### src/rtl/mux2_rr_arbiter.sv
// mux2_rr_arbiter: packet-based round-robin arbiter sequencing a 2:1 mux between requesters A and B
module mux2_rr_arbiter #(
  parameter int DW = 8,
  parameter int CW = 8
) (
  input  logic          clk,
  input  logic          rst,
  input  logic          req_a,
  input  logic [DW-1:0] data_a,
  input  logic          last_a,
  input  logic          req_b,
  input  logic [DW-1:0] data_b,
  input  logic          last_b,
  input  logic          out_ready,
  output logic          gnt_a,
  output logic          gnt_b,
  output logic          sel,
  output logic          out_valid,
  output logic [DW-1:0] out_data,
  output logic          out_last,
  output logic          busy,
  output logic [CW-1:0] pkt_cnt_a,
  output logic [CW-1:0] pkt_cnt_b
);
  typedef enum logic [1:0] {IDLE, OWN_A, OWN_B} state_t;
  state_t state, state_nx, arb;
  logic prio, prio_nx, own_a, own_b, done;
  always_comb begin
    own_a     = state == OWN_A;
    own_b     = state == OWN_B;
    out_data  = sel ? data_b : data_a;
    out_last  = sel ? last_b : last_a;
    gnt_a     = own_a & req_a & out_ready;
    gnt_b     = own_b & req_b & out_ready;
    out_valid = (own_a & req_a) | (own_b & req_b);
    done      = (gnt_a | gnt_b) & out_last;
    prio_nx   = done ? own_a : prio;
    arb       = (req_a & (~req_b | ~prio_nx)) ? OWN_A : req_b ? OWN_B : IDLE;
    state_nx  = (state == IDLE || done) ? arb : state;
    busy      = state != IDLE;
  end
  always_ff @(posedge clk) begin
    if (rst) begin
      state     <= IDLE;
      prio      <= 1'b0;
      sel       <= 1'b0;
      pkt_cnt_a <= '0;
      pkt_cnt_b <= '0;
    end else begin
      state     <= state_nx;
      prio      <= prio_nx;
      sel       <= state_nx == OWN_B;
      pkt_cnt_a <= pkt_cnt_a + CW'(done & own_a);
      pkt_cnt_b <= pkt_cnt_b + CW'(done & own_b);
    end
  end
endmodule

### config.mk
export PLATFORM = sky130hd
export DESIGN_NAME = mux2_rr_arbiter
export DESIGN_NICKNAME = d
export VERILOG_FILES = /design/src/rtl/mux2_rr_arbiter.sv
export SDC_FILE = /design/constraint.sdc
export NUM_CORES = 1
export LEC_CHECK = 0
export ABC_AREA = 1
export BUFFER_PORTS_ARGS = -buffer_cell sky130_fd_sc_hd__buf_2
export CAP_MARGIN = 20
export CORE_MARGIN = 3
export CORE_UTILIZATION = 31
export DETAILED_ROUTE_END_ITERATION = 16
export PLACE_DENSITY = 0.55
export SLEW_MARGIN = 20
export SYNTH_ARGS = -nofsm -noshare
export SYNTH_HDL_FRONTEND = slang
export SYNTH_SLANG_ARGS = --single-unit
### constraint.sdc
create_clock -name clk -period 4.6 [get_ports clk]
set_clock_uncertainty 0.15 [all_clocks]
set_input_delay 0.92 -clock clk [delete_from_list [all_inputs] [get_ports clk]]
set_output_delay 0.92 -clock clk [all_outputs]
set_load 0.01 [all_outputs]
==> reports/metrics.csv, run 1 <==
metric,value,unit
syn_area,1020,um2
synth-main-ff-cell,dfxtp_1,
numCtsBuffers,3,
synth_async_sr_flop_share,0,%
synth.yosys.warnings,0,
slowest_library_cell_on_the_worst_path,nand2_4,
cts_tree,built,
slew_headroom,69.6,%
grt_usage,12.2,%
path_cells,buf_2 > inv_1 > nand2_1 > nand2_4 > inv_1 > buf_2,
crit_path_max_incr_delay,0.13,ns
detailedRoute.firstIterationViolations,7,
synth.distinct_cells,20,
synthCells,143,
max-clock-path-buffers,2,
worstMarginPinSlew,0.455,ns
drc,0,
cellPowerDensity,239,nW/um2
clock-sinks,20,
ff2ff_setup_slack,2.25,ns
synth_enable_flop_cells,0,
syn_avg_cell_area,7.11,um2
most_area_hungry_cell_type_in_the_yosys_netlist,dfxtp_1,
detailedPlacementHpwl,1810,um
grt_pass1_vias,987,
ir_drop,0.0971,mV
area.growth.synth_to_final,31.7,%
path_buf_inv,4,
final_net_count,225,
critical_path_required,3.53,ns
ff_latch_area,400,um2
post_cts_buffers,0,
route.detailed.vias_per_inst,4.27,
yosysSeqAreaShare,39.4,%
critPathTopFamily,buffers and inverters,
critPathMaxFanout,2,
multi_input_area,518,um2
post_route_cells_drive_above_1_share,32.7,%
timing.fmax,402,MHz
clockRootBuffer,clkbuf_4,
die_area,4000,um2
clk_pin_slew_worst_paths,0.10,ns
die_w,63.3,um
design.portCount,53,
min_period_over_period,54.1,%
crit_start,last_b,
drt_pass1_iterations,2,
totalNegativeSetupSlack,0,ns
reg2reg_to,pkt_cnt_a[6]$_SDFF_PP0_,
finalHoldViolCount,0,
drt.antenna.violating_nets,0,
drv.max_cap_violation_count,0,
antenna-diode-count,0,
r2r-start,sel$_SDFF_PP0_,
placed_cells_incl_taps,237,
worstSkewPairLatency,0.29,ns
fill_cells,343,
synthTopCellsByCount,"nand2_1 (40), dfxtp_1 (20), inv_1 (20)",
post_cts_resize_count,0,
post_synth_main_area_contributors,"dfxtp_1 (39%), nand2_1 (15%), inv_1 (7.4%)",
synth_top_area_share,39.4,%
setup_viol_count_final,0,
globalplace.congestion,0.798,
grt_max_degree,13,
run_status,finished clean,
core,3100,um2
dp_worst_setup_slack,1.88,ns
dr_total_vias,1024,
crit_cells,6,
finalPower,0.320,mW
grt_overflow,0,
grt_antenna_before_repair,0,
worst_slack,2.11,ns
initial_utilization,32.8,%
endpoint_class_of_the_critical_path,primary output,
maxSlewViolCount,0,
cts-hold-fix-buffers,0,
flops_latches_synth,20,
critical_path_arrival,1.42,ns
min-delay-path-class,reg -> reg,
worstSetupPathType,in -> out,
stdcell_count,240,
placement_rows,20,
io_buffer_count,52,
rsz_0062_raised_after_global_routing,false,
rr_worst_depth,13,
fin_crit,2.49,ns
htreeDepth,1,
floorplan.die.height,63.3,um
total_leakage_power,0.731,nW
detail_route.wl_per_cell,9.33,um
cp-start-kind,input pin,
grt_pass1_wl,4110,um
postSynthNetCount,170,
drt_wl_total,2240,um
cp-endpoint,out_last,
synth_most_common_cell,nand2_1,
## area by class of cell
cell class | count | area share [%]
multi-input combinational | 100 | 38.7
clock buffer | 3 | 1.68
timing repair buffer | 52 | 19.4
inverter | 21 | 6.26
sequential | 20 | 29.9
tap | 44 | 4.11
## routing by layer
metal	global-route usage, %	vias up	part of all wire (%)
li1	-	547	-
met1	14.5	440	43
met2	21.3	35	47
met3	3.03	2	9.2
met4	4.04	0	0.36
met5	0	-	0
## cell families (layout without fill, tap and decap cells)
kind of cell,Yosys count,in the layout,synth area share [%]
compound gates,17,17,9.23
xor+xnor,3,3,2.58
fa+ha+maj,4,4,4.92
buf+inv,23,76,9.72
flops,20,20,39.4
simple gates,76,76,34.2
## per-stage QoR
step / hold WS (ns) / instance area, um2 / utilization (%)
after CTS: 0.353 / 1340 / 43.2
after global placement: 0.314 / 1320 / 42.5
after floorplan: 0.345 / 1020 / -
after detailed placement: 0.339 / 1320 / 42.5
after global routing: 0.371 / 1340 / 43.2
final: 0.349 / 1340 / 43.2
## how the worst min path moves through the flow
stage	start	end	slack, ns	cells past startpoint
after global routing	pkt_cnt_b[6]$_SDFF_PP0_	pkt_cnt_b[6]$_SDFF_PP0_	0.37	2
after floorplan	pkt_cnt_a[6]$_SDFF_PP0_	pkt_cnt_a[6]$_SDFF_PP0_	0.35	2
after global placement	pkt_cnt_a[6]$_SDFF_PP0_	pkt_cnt_a[6]$_SDFF_PP0_	0.31	2
after detailed placement	pkt_cnt_a[6]$_SDFF_PP0_	pkt_cnt_a[6]$_SDFF_PP0_	0.34	2
after CTS	pkt_cnt_a[6]$_SDFF_PP0_	pkt_cnt_a[6]$_SDFF_PP0_	0.35	2
final	pkt_cnt_b[6]$_SDFF_PP0_	pkt_cnt_b[6]$_SDFF_PP0_	0.35	2
## cell usage in the layout, fill, tap and decap left out
master	n
nand2_4	3
nor2_1	18
a21boi_2	1
nand3_1	7
inv_1	20
a21oi_1	9
o21ai_0	6
nor2_8	1
nand4_1	2
ha_1	4
inv_6	1
xor2_1	2
nor3_1	2
clkbuf_4	3
nand2_2	3
xnor2_1	1
o21a_1	1
dfxtp_1	20
nand2_1	40
buf_2	52
## state kept, by name (all words and copies together), names as in the netlist
register,count
pkt_cnt_a,8
sel,1
prio,1
pkt_cnt_b,8
state,2
## power breakdown
group / leakage [nW] / switching, mW / internal, mW / total [mW]
Sequential: 0.162 / 0.00453 / 0.176 / 0.181
Clock: 0.0138 / 0.0492 / 0.0304 / 0.0796
Combinational: 0.555 / 0.0342 / 0.0256 / 0.0598
## tightest hold or removal path: stages, from the launching register on
cell and delay (ns):
dfxtp_1 0.32, inv_1 0.08, a21oi_1 0.07
Power figures use the tool's default switching activity.
==> inputs of run 2 (changes only) <==
clock period = 2.51 ns   (was 4.6 ns; I/O delays follow)
==> run 2 against run 1 <==
Final area up 0.56%. Combinational power up 89%. Non-clock buffer count up 1. Cell count up 0.42%. Register-to-register slack worse by 1.9 ns. Critical path depth up 7. Largest power group unchanged. Highest routed layer unchanged.
==> reports/metrics.csv, run 2 (same netlist as run 1, synthesis figures left out) <==
metric,value,unit,change
run_status,finished clean,,
detailedPlacementHpwl,1820,um,+0.88%
worstSkewPairLatency,0.29,ns,about the same
area.growth.synth_to_final,32.5,%,
maxSlewViolCount,0,,unchanged
antenna-diode-count,0,,unchanged
grt_max_degree,13,,unchanged
drv.max_cap_violation_count,0,,unchanged
mostFrequentLayoutCell,buf_2,,
cp-start-kind,flip-flop,,
critPathMaxFanout,9,,+7
io_buffer_count,52,,unchanged
cts-hold-fix-buffers,0,,unchanged
grt_pass1_wl,4040,um,-1.8%
grt_pass1_vias,958,,-2.9%
core,3100,um2,unchanged
numCtsBuffers,3,,unchanged
crit_path_max_incr_delay,0.44,ns,+0.31 ns
max-clock-path-buffers,2,,unchanged
clockRootBuffer,clkbuf_4,,
critPathTopFamily,simple AND/OR/NAND/NOR gates,,
min_period_over_period,84.3,%,
post_route_cells_drive_above_1_share,33.0,%,+0.34 points
dr_total_vias,1049,,+2.4%
total_leakage_power,0.736,nW,+0.73%
util_after_layout,43.4,%,+0.24 points
fin_crit,2.12,ns,
post_cts_buffers,0,,unchanged
final_net_count,226,,+0.44%
placement.cell_area,1330,um2,+0.57%
slowest_library_cell_on_the_worst_path,dfxtp_1,,
dp_worst_setup_slack,0.243,ns,-1.64 ns
fin_area,1350,um2,+0.56%
cellPowerDensity,435,nW/um2,+82%
globalplace.congestion,0.809,,+1.4%
htreeDepth,1,,unchanged
grt_overflow,0,,unchanged
cts_tree,built,,
route.detailed.vias_per_inst,4.35,,+2.0%
drt_pass1_iterations,4,,+2
totalNegativeSetupSlack,0,ns,unchanged
ir_drop,0.237,mV,+140%
design.portCount,53,,unchanged
path_buf_inv,1,,-3
ff_latch_area,400,um2,unchanged
registers_with_the_most_flip_flops,"pkt_cnt_a x8, pkt_cnt_b x8, state x2",,
worstSetupPathType,reg -> reg,,
layout_common_cells,"buf_2 (52), nand2_1 (40), inv_1 (20), dfxtp_1 (20), nor2_1 (18)",,
die_area,4000,um2,unchanged
placement_rows,20,,unchanged
setup_viol_count_final,0,,unchanged
critical_path_required,2.55,ns,-0.98 ns
r2r-start,sel$_SDFF_PP0_,,
rsz_0062_raised_after_global_routing,false,,
clock-sinks,20,,unchanged
stdcell_count,241,,+0.42%
path_cells,inv_6 > nand2_4 > nand2_4 > nor2_8 > nand2_4 > nor2_1 > ha_1 > ha_1 > nand2_1 > nor2_1 > nand3_1 > o21ai_0 > a21oi_1,,
worst_path_most_repeated_cell,nand2_4,,
endpoint_class_of_the_critical_path,flip-flop,,
drt_wl_total,2250,um,+0.58%
clk_pin_slew_worst_paths,0.11,ns,about the same
grt_antenna_before_repair,0,,unchanged
critical_path_arrival,2.15,ns,+0.73 ns
crit_start,sel$_SDFF_PP0_,,
worst_slack,0.395,ns,-1.72 ns
grt_usage,12.1,%,-0.11 points
drt.antenna.violating_nets,0,,unchanged
timing.fmax,473,MHz,
floorplan.die.height,63.3,um,unchanged
die_w,63.3,um,unchanged
finalHoldViolCount,0,,unchanged
initial_utilization,32.8,%,unchanged
slew_headroom,84.8,%,+15 points
min_from,pkt_cnt_a[6]$_SDFF_PP0_,,
holdWs,0.341,ns,-0.00803 ns
finalPower,0.587,mW,+83%
post_cts_resize_count,0,,unchanged
min-delay-path-class,reg -> reg,,
multi_input_area,518,um2,unchanged
fill_cells,340,,-0.87%
drc,0,,unchanged
placed_cells_incl_taps,238,,+0.42%
worstMarginPinSlew,0.227,ns,-0.228 ns
detailedRoute.firstIterationViolations,11,,+4
detail_route.wl_per_cell,9.34,um,+0.16%
run 2: cell count changes in the layout (fill, tap and decap cells not counted), sizes merged:
| cell | previous run | this run |
|---|---|---|
| buf | 52 | 53 |
run 2: power by group:
part	total [mW]	switching (mW)	leakage [nW]	internal, mW
combinational	0.113	0.0643	0.561	0.0483
clock	0.145	0.0893	0.0138	0.0557
sequential	0.329	0.00609	0.162	0.323
run 2: layout make-up:
cell class,instances,share of cell area [%]
clock buffers,3,1.67
inverters,21,6.22
multi-input cells,100,38.4
flip-flops and latches,20,29.7
well taps,44,4.09
repair buffers,53,19.9
run 2: worst paths after layout:
check                             to  slack (ns)  depth (start not counted)
max          pkt_cnt_a[6]$_SDFF_PP0_        0.39                         13
min          pkt_cnt_a[6]$_SDFF_PP0_        0.34                          2
max reg2reg  pkt_cnt_a[6]$_SDFF_PP0_        0.39                         13
min reg2reg  pkt_cnt_a[6]$_SDFF_PP0_        0.34                          2
run 2: routing by layer:
metal	wire length, um	up-vias	track usage (%)
li1	-	557	-
met1	951	455	13.6
met2	1110	35	21.6
met3	185	2	3.21
met4	8	0	4.85
met5	0	-	0
run 2: worst register-to-register path: stages (launching register included):
cell and delay, ns:
dfxtp_1 0.44, inv_6 0.08, nand2_4 0.08, nand2_4 0.06, nor2_8 0.10, nand2_4 0.08
nor2_1 0.11, ha_1 0.18, ha_1 0.16, nand2_1 0.07, nor2_1 0.18, nand3_1 0.11
o21ai_0 0.17, a21oi_1 0.06
==> inputs of run 3 (changes only) <==
ABC_AREA = 0   (was 1)
clock period = 2.1 ns   (was 2.51 ns; I/O delays follow)
==> run 3 against run 2 <==
Critical path depth shrank 10. Die area stayed put. Sequential power is 22% higher. Sequential share of layout area shrank 0.73 points. Synthesized cell count down 27%. Flip-flop and latch count did not move. First-iteration DRC count rose by 9.1%. Worst hold slack worse by 0.081 ns. Non-clock buffer count grew 2. Critical path type is now reg -> out.
==> reports/metrics.csv, run 3 <==
metric,value,unit,change
drv.max_cap_violation_count,0,,unchanged
slew_headroom,74.5,%,-10 points
worstSkewPairLatency,0.30,ns,about the same
route.detailed.vias_per_inst,4.53,,+4.1%
cp-start-kind,flip-flop,,
die_area,4000,um2,unchanged
grt_max_degree,23,,+10
min_period_over_period,93.3,%,
drt_pass1_iterations,4,,unchanged
numCtsBuffers,3,,unchanged
grt_usage,11.7,%,-0.36 points
most_area_hungry_cell_type_in_the_yosys_netlist,dfxtp_1,,
synth_most_common_cell,dfxtp_1,,
dp_worst_setup_slack,0.161,ns,-0.0819 ns
core,3100,um2,unchanged
synth_top_area_share,39.4,%,unchanged
synth.yosys.warnings,0,,unchanged
critical_path_arrival,1.39,ns,-0.76 ns
floorplan.die.height,63.3,um,unchanged
timing.fmax,510,MHz,
min-delay-path-class,in -> reg,,
critPathMaxFanout,9,,unchanged
clk_pin_slew_worst_paths,0.12,ns,about the same
design.portCount,53,,unchanged
detailedRoute.firstIterationViolations,12,,+1
antenna-diode-count,0,,unchanged
initial_utilization,32.8,%,unchanged
grt_pass1_wl,3850,um,-4.6%
max-clock-path-buffers,2,,unchanged
dr_total_vias,924,,-12%
gr-max-usage-layer,met2,,
ir_drop,0.478,mV,+100%
worstMarginPinSlew,0.379,ns,+0.152 ns
finalHoldViolCount,0,,unchanged
io_buffer_count,52,,unchanged
flops_latches_synth,20,,unchanged
totalNegativeSetupSlack,0,ns,unchanged
yosysSeqAreaShare,39.4,%,unchanged
synth.distinct_cells,30,,+50%
rsz_0062_raised_after_global_routing,false,,
synth_enable_flop_cells,0,,unchanged
total_leakage_power,0.697,nW,-5.4%
setup_viol_count_final,0,,unchanged
util_after_layout,44.5,%,+1.1 points
maxSlewViolCount,0,,unchanged
worst_slack,0.140,ns,-0.255 ns
placement_rows,20,,unchanged
post_cts_buffers,0,,unchanged
postSynthNetCount,132,,-22%
clockRootBuffer,clkbuf_4,,
grt_pass1_vias,929,,-3.0%
met3_track_demand_over_resource,5.53,%,+2.3 points
use_met1,12.2,%,-1.4 points
post_synth_main_area_contributors,"dfxtp_1 (39%), mux2_2 (8.9%), xor2_1 (6.9%)",,
fill_cells,327,,-3.8%
synth-main-ff-cell,dfxtp_1,,
grt_antenna_before_repair,0,,unchanged
finalPower,0.854,mW,+46%
worstSetupPathType,reg -> out,,
drt.antenna.violating_nets,0,,unchanged
mostFrequentLayoutCell,buf_2,,
syn_avg_cell_area,9.69,um2,+36%
cellPowerDensity,618,nW/um2,+42%
syn_area,1020,um2,unchanged
cts_tree,built,,
post_cts_resize_count,0,,unchanged
synth_async_sr_flop_share,0,%,unchanged
registers_with_the_most_flip_flops,"pkt_cnt_a x8, pkt_cnt_b x8, state x2",,
area.growth.synth_to_final,35.8,%,
die_w,63.3,um,unchanged
post_route_cells_drive_above_1_share,46.9,%,+14 points
synthCells,105,,-27%
cts-hold-fix-buffers,0,,unchanged
critical_path_required,1.53,ns,-1.02 ns
drt_wl_total,2220,um,-1.4%
clock-sinks,20,,unchanged
globalplace.congestion,0.781,,-3.5%
run_status,finished clean,,
htreeDepth,1,,unchanged
drc,0,,unchanged
final_net_count,188,,-17%
detail_route.wl_per_cell,10.9,um,+17%
endpoint_class_of_the_critical_path,primary output,,
synthTopCellsByCount,"dfxtp_1 (20), nor2_1 (14), nand3_1 (9)",,
layout_common_cells,"buf_2 (52), dfxtp_1 (20), nor2_1 (14), nand3_1 (9)",,
grt_overflow,0,,unchanged
detailedPlacementHpwl,1780,um,-2.4%
use_met2,21.5,%,-0.13 points
fin_crit,1.96,ns,
[run 3: cell types whose count changed after synthesis, moves of 4 or more]
| cell | previous run | this run |
|---|---|---|
| a21oi_1 | 9 | 3 |
| inv_1 | 20 | 4 |
| o21ai_0 | 6 | 1 |
| xor2_1 | 2 | 8 |
| nor2b_1 | 0 | 4 |
| nand2_1 | 40 | 3 |
| mux2_2 | 0 | 8 |
| and3_1 | 0 | 5 |
| nor2_1 | 18 | 14 |
[run 3: stage by stage]
stage	instance area, um2	cells	hold WS [ns]
final	1380	204	0.260
after detailed placement	1330	200	0.336
after CTS	1380	204	0.247
after global placement	1330	200	0.342
after floorplan	1020	105	0.308
after global routing	1380	204	0.252
[run 3: report_power, final]
group / switching (mW) / leakage [nW] / internal [mW] / total [mW]
Sequential: 0.0122 / 0.162 / 0.387 / 0.400
Combinational: 0.0683 / 0.507 / 0.0736 / 0.142
Clock: 0.120 / 0.0279 / 0.193 / 0.313
Total: 0.200 / 0.697 / 0.654 / 0.854
[run 3: routing by layer]
metal	routed length, um	part of all wire, %
met1	929	42
met2	1060	48
met3	216	9.7
met4	15	0.68
met5	0	0
[run 3: path summary, 6_finish.rpt]
kind                            cells after the start                 endpoint  slack, ns             from
worst max-delay path                                3              out_data[6]       0.14   sel$_SDFF_PP0_
worst min-delay path                                3      state[0]$_SDFF_PP0_       0.26            req_a
worst max register to register                      9  pkt_cnt_a[4]$_SDFF_PP0_       0.21   sel$_SDFF_PP0_
worst min register to register                      2          prio$_SDFF_PP0_       0.36  prio$_SDFF_PP0_
[run 3: worst max-delay path, cell delays in order, from the launching register on]
cell and delay, ns:
dfxtp_1 0.41, buf_4 0.19, mux2_2 0.35, buf_2 0.14
[run 3: layout make-up]
type / count / area (um2) / share of cell area [%]
multi-input cells: 76 / 572 / 41.4
flip-flops and latches: 20 / 400 / 29.0
repair buffers: 55 / 283 / 20.5
well taps: 44 / 55.1 / 3.99
clock inverters: 1 / 30.0 / 2.17
clock buffers: 3 / 22.5 / 1.63
inverters: 5 / 18.8 / 1.36
[run 3: logic make-up after synthesis]
logic type / synth area share [%]
DFF: 39.4
xor gates and xnor gates: 10.3
muxes: 11.1
and+or+nand+nor: 22.4
AOI/OAI and AO/OA: 7.50
buffers and inverters: 4.43
adders and majority gates: 4.92
